**src/rtl/cache_ahb_sl_master.sv**
```systemverilog
// ---------------------------------------------------------------------------
// cache_ahb_sl_master : flash-side AHB-Lite SINGLE-word read master for the cache
// Rev 1.0 : initial release
// ---------------------------------------------------------------------------
`default_nettype none

module cache_ahb_sl_master #(
  parameter logic [3:0]  HPROT_VAL = 4'b0011,
  parameter logic [31:0] ERR_DATA  = 32'hDEAD_BEEF
) (
  input  logic        i_hclk,
  input  logic        i_hnreset,
  input  logic        i_sl_en,
  input  logic [29:0] i_sl_addr,
  output logic        o_sl_ready,
  output logic [31:0] o_sl_rdata,
  output logic        o_sl_err,
  output logic [31:0] o_m_haddr,
  output logic [1:0]  o_m_htrans,
  output logic        o_m_hwrite,
  output logic [2:0]  o_m_hsize,
  output logic [2:0]  o_m_hburst,
  output logic [3:0]  o_m_hprot,
  input  logic        i_m_hready,
  input  logic        i_m_hresp,
  input  logic [31:0] i_m_hrdata
);

  typedef enum logic [1:0] {
    S_IDLE = 2'd0,
    S_ADDR = 2'd1,
    S_DATA = 2'd2,
    S_ERR2 = 2'd3
  } state_t;

  state_t      r_state;
  state_t      w_state_nxt;
  logic [29:0] r_addr;
  logic [29:0] r_pend_addr;
  logic        r_pend_vld;
  logic [31:0] r_rdata;

  logic        w_done;
  logic        w_err;
  logic        w_ready;
  logic [31:0] w_rdata;
  logic        w_issue;
  logic [29:0] w_issue_addr;

  always_comb begin
    w_state_nxt = r_state;
    w_done      = 1'b0;
    w_err       = 1'b0;
    w_ready     = 1'b0;
    w_rdata     = r_rdata;
    case (r_state)
      S_IDLE: begin
        w_ready = ~r_pend_vld;
        if (i_sl_en || r_pend_vld) w_state_nxt = S_ADDR;
      end
      S_ADDR: begin
        if (i_m_hready) w_state_nxt = S_DATA;
      end
      S_DATA: begin
        if (i_m_hready) begin
          w_done = 1'b1;
          w_err  = i_m_hresp;
        end else if (i_m_hresp) begin
          w_state_nxt = S_ERR2;
        end
      end
      S_ERR2: begin
        w_done = 1'b1;
        w_err  = 1'b1;
      end
      default: w_state_nxt = S_IDLE;
    endcase
    // Completion passes data straight through so the controller sees it this cycle
    if (w_done) begin
      w_ready     = 1'b1;
      w_rdata     = w_err ? ERR_DATA : i_m_hrdata;
      w_state_nxt = (i_sl_en || r_pend_vld) ? S_ADDR : S_IDLE;
    end
  end

  // A fresh request always beats the pending one: it is the demand miss
  assign w_issue      = ((r_state == S_IDLE) || w_done) && (i_sl_en || r_pend_vld);
  assign w_issue_addr = i_sl_en ? i_sl_addr : r_pend_addr;

  always_ff @(posedge i_hclk or negedge i_hnreset) begin
    if (!i_hnreset) begin
      r_state     <= S_IDLE;
      r_addr      <= 30'd0;
      r_pend_addr <= 30'd0;
      r_pend_vld  <= 1'b0;
      r_rdata     <= 32'd0;
    end else begin
      r_state <= w_state_nxt;
      if (w_issue) begin
        r_addr     <= w_issue_addr;
        r_pend_vld <= 1'b0;
      end else if (i_sl_en) begin
        r_pend_addr <= i_sl_addr;
        r_pend_vld  <= 1'b1;
      end
      if (w_done) r_rdata <= w_rdata;
    end
  end

  assign o_sl_ready = w_ready;
  assign o_sl_rdata = w_rdata;
  assign o_sl_err   = w_err;
  assign o_m_haddr  = {r_addr, 2'b00};
  assign o_m_htrans = (r_state == S_ADDR) ? 2'b10 : 2'b00;
  assign o_m_hwrite = 1'b0;
  assign o_m_hsize  = 3'b010;
  assign o_m_hburst = 3'b000;
  assign o_m_hprot  = HPROT_VAL;

endmodule

`default_nettype wire
```
**config.mk**
```make
export PLATFORM = sky130hd
export DESIGN_NAME = cache_ahb_sl_master
export DESIGN_NICKNAME = d
export VERILOG_FILES = /design/src/rtl/cache_ahb_sl_master.sv
export SDC_FILE = /design/constraint.sdc
export NUM_CORES = 1
export LEC_CHECK = 0
export ABC_CLOCK_PERIOD_IN_PS = 2300
export CAP_MARGIN = 20
export CORE_MARGIN = 2
export CORE_UTILIZATION = 47
export DETAILED_ROUTE_END_ITERATION = 16
export PLACE_DENSITY_LB_ADDON = 0.3
export SLEW_MARGIN = 10
export SYNTH_ARGS = -nofsm -noshare
export SYNTH_HDL_FRONTEND = slang
export SYNTH_SLANG_ARGS = --single-unit
```
**constraint.sdc**
```tcl
create_clock -name i_hclk -period 2.3 [get_ports i_hclk]
set_clock_uncertainty 0.1 [all_clocks]
set_input_delay 0.46 -clock i_hclk [delete_from_list [all_inputs] [get_ports i_hclk]]
set_output_delay 0.46 -clock i_hclk [all_outputs]
set_load 0.02 [all_outputs]
```
==> impl_metrics.json <==
{
  "syn_area_um2": 4600,
  "switchingPower_w": 0.00328,
  "grt_pass1_vias": 3548,
  "fp.dieW_um": 103,
  "async_reset_ff_share_pct": 100,
  "core_um2": 9640,
  "cts_tree": "yes",
  "fin_crit_sh_pct": 108,
  "io_buffers": 131,
  "setup_tns_ns": -4.55,
  "num_io_pins": 146,
  "die_h_um": 103,
  "cp-start-kind": "register",
  "min_period_ns": 2.48,
  "final_cells": 660,
  "max_freq_ghz": 0.403,
  "grt_max_degree": 54,
  "tightest_slew_ns": 0.676,
  "clock_sinks": 95,
  "worstPathCellList": "buf_6 -> ha_4 -> a21o_4 -> buf_12 -> buf_12 -> o22a_1 -> buf_6",
  "globalplace.congestion": 0.775,
  "endpoint_kind": "output port",
  "peakVddDrop_mv": 0.628,
  "hpwl_um": 6940,
  "synth_cells": 355,
  "n_antenna_cell": 0,
  "initial_core_util_pct": 47.7,
  "wirelength_um": 11100,
  "dieArea_um2": 10600,
  "timing.reg2reg.setup_slack_ns": 0.13,
  "ant_nets": 0,
  "drc": 0,
  "maxSlewHeadroom_pct": 54.9,
  "worstPathRequired_ns": 1.74,
  "p_per_area_nw_per_um2": 1300,
  "post_drt_wl_per_cell_um": 16.8,
  "grt_pass1_wl_um": 17500,
  "nFillCells": 698,
  "rsz0062_at_grt": "true",
  "yosys-top-cells-count": "dfrtp_1, o22a_1, nor2_1",
  "hold_buffers": 0,
  "ys.flop_type": "dfrtp_1",
  "netlist.area_leader.share_pct": 51.7,
  "synth_cell_types": 28,
  "seq_power_share_pct": 31.6,
  "p_leak_nw": 2.91,
  "ys_ff_latch": 95,
  "finalMaxSlewViolations": 0,
  "cts_buffer_depth": 2,
  "grt.overflow.total": 0,
  "clkLatencyLatePin_ns": 0.35,
  "switching_share_pct": 37.4,
  "path_clk_slew_ns": 0.10,
  "area_growth_pct": 46.5,
  "yosys_warnings": 0,
  "drive_above_1_share_pct": 34.3,
  "reg2reg_depth": 9,
  "violations": "negative setup slack",
  "finalNetCount": 594,
  "timing.final.ws_setup_ns": -0.182,
  "detail_route.iter0.violations": 119,
  "power_frac_comb_pct": 55.9,
  "vias": 3435,
  "cp_slowest_cell": "dfrtp_1",
  "yosys.area.top_type": "dfrtp_1",
  "postLayoutCellArea_um2": 6740,
  "cap_viol_max_count": 0,
  "drt_first_pass_iters": 5,
  "cp.arrival_ns": 1.92,
  "track_usage_pct": 21.2,
  "p_clk_share_pct": 12.4,
  "cp_max_fo": 9,
  "avgSynthCellArea_um2": 13.0,
  "cts_made_buffers": 9,
  "yosysSeqAreaShare_pct": 51.7,
  "vias_per_cell": 5.20,
  "dpl-instance-area_um2": 6120,
  "yosysMostFrequentCell": "dfrtp_1",
  "numPlacedInstances": 616,
  "intPower_w": 0.00550,
  "antenna_found_initial": 0,
  "worstHoldPathType": "input port to async pin",
  "critPathKind": "register to output port",
  "setup_viol": 32,
  "rows": 36,
  "hold_viol_final": 0,
  "clockRootBuffer": "clkbuf_8",
  "slowest_delay_ns": 0.42,
  "synth_edf_count": 0,
  "fin_util_pct": 69.9,
  "status": "finished with violations",
  "synthTopCellsByArea": "dfrtp_1, mux2_4, o22a_1, mux2i_1, a21oi_2",
  "htreeDepth": 3
}
worst max-delay path: cells and delay by family, from the launching register on:
family | cells | cell delay [ns]
buffers and inverters | 4 | 0.54
AO/OA/AOI/OAI | 2 | 0.44
flip-flops | 1 | 0.42
adder cells (fa/ha/maj) | 1 | 0.17
area by class of cell:
class	instances	area [um2]	area share (%)
clock buffer	9	124	1.84
clock inverter	7	72.6	1.08
inverter	4	15.0	0.223
multi-input combinational	227	2050	30.4
sequential	95	2380	35.3
tap	133	166	2.47
timing repair buffer	185	1930	28.7
layer usage:
layer  vias up  GRT usage (%)  wire, um
met2       105           35.3      5550
met3        20           3.93       561
li1       1594              -         -
met4         0           8.10       227
met1      1716           27.7      4740
met5         -              0         0
flip-flops by register name (all words and copies together) (netlist names):
register / cells
r_rdata: 32
r_state: 2
r_pend_vld: 1
r_pend_addr: 30
r_addr: 30
per-stage QoR:
stage	hold slack [ns]	setup slack [ns]	power (W)
after global routing	0.0686	-0.246	0.00933
after floorplan	0.0644	0.0582	0.00556
after global placement	0.389	-0.480	0.00697
after detailed placement	0.393	-0.500	0.00710
final	0.0257	-0.182	0.00878
after CTS	0.0425	-0.208	0.00870
power groups by stage:
stage | Combinational, W | Clock (W) | Sequential (W)
finish | 0.00491 | 0.00109 | 0.00278
floorplan | 0.00253 | 0 | 0.00303
CTS | 0.00481 | 0.00112 | 0.00277
detailed placement | 0.00431 | 0 | 0.00279
global placement | 0.00423 | 0 | 0.00275
global route | 0.00528 | 0.00119 | 0.00286
logic make-up after synthesis:
logic type | Yosys count | share of synthesized area (%)
fa+ha+maj | 5 | 1.36
mux | 60 | 16.3
simple gates | 43 | 3.84
other cells | 2 | 0.163
flops | 95 | 51.7
compound gates | 105 | 20.2
buf+inv | 45 | 6.45
final timing paths:
path,from,end
max reg2reg,r_state[1],r_pend_addr[17]
min in group i_hclk,r_rdata[28],r_rdata[28]
min reg2reg,r_rdata[28],r_rdata[28]
max,r_state[1],o_sl_rdata[19]
min,i_hnreset,r_addr[20]
max in group asynchronous,i_hnreset,r_pend_addr[9]
what timing repair did:
action / 4_1_cts / 5_1_grt
gates resized for setup: 199 / 30
gates cloned: 3 / 2
pin swaps: 7 / 7
setup buffers: 24 / 2
endpoints found under the setup margin: 65 / 57
endpoints found under the hold margin: 0 / 0
layout by cell type, fill, tap and decap left out, types with 2 or more instances in the layout:
cell type	n
ha_1	2
nor2b_1	3
ha_4	3
clkbuf_8	9
inv_2	2
nor2_1	33
clkbuf_16	2
buf_2	6
a22o_1	17
buf_6	36
buf_12	9
buf_16	2
inv_1	2
clkdlybuf4s50_1	93
mux2i_1	30
o22a_1	48
dfrtp_1	94
conb_1	14
clkinv_2	2
a21oi_2	30
clkinvlp_4	2
buf_4	35
mux2_4	30
nand2_1	2
Power figures use the tool's default switching activity.
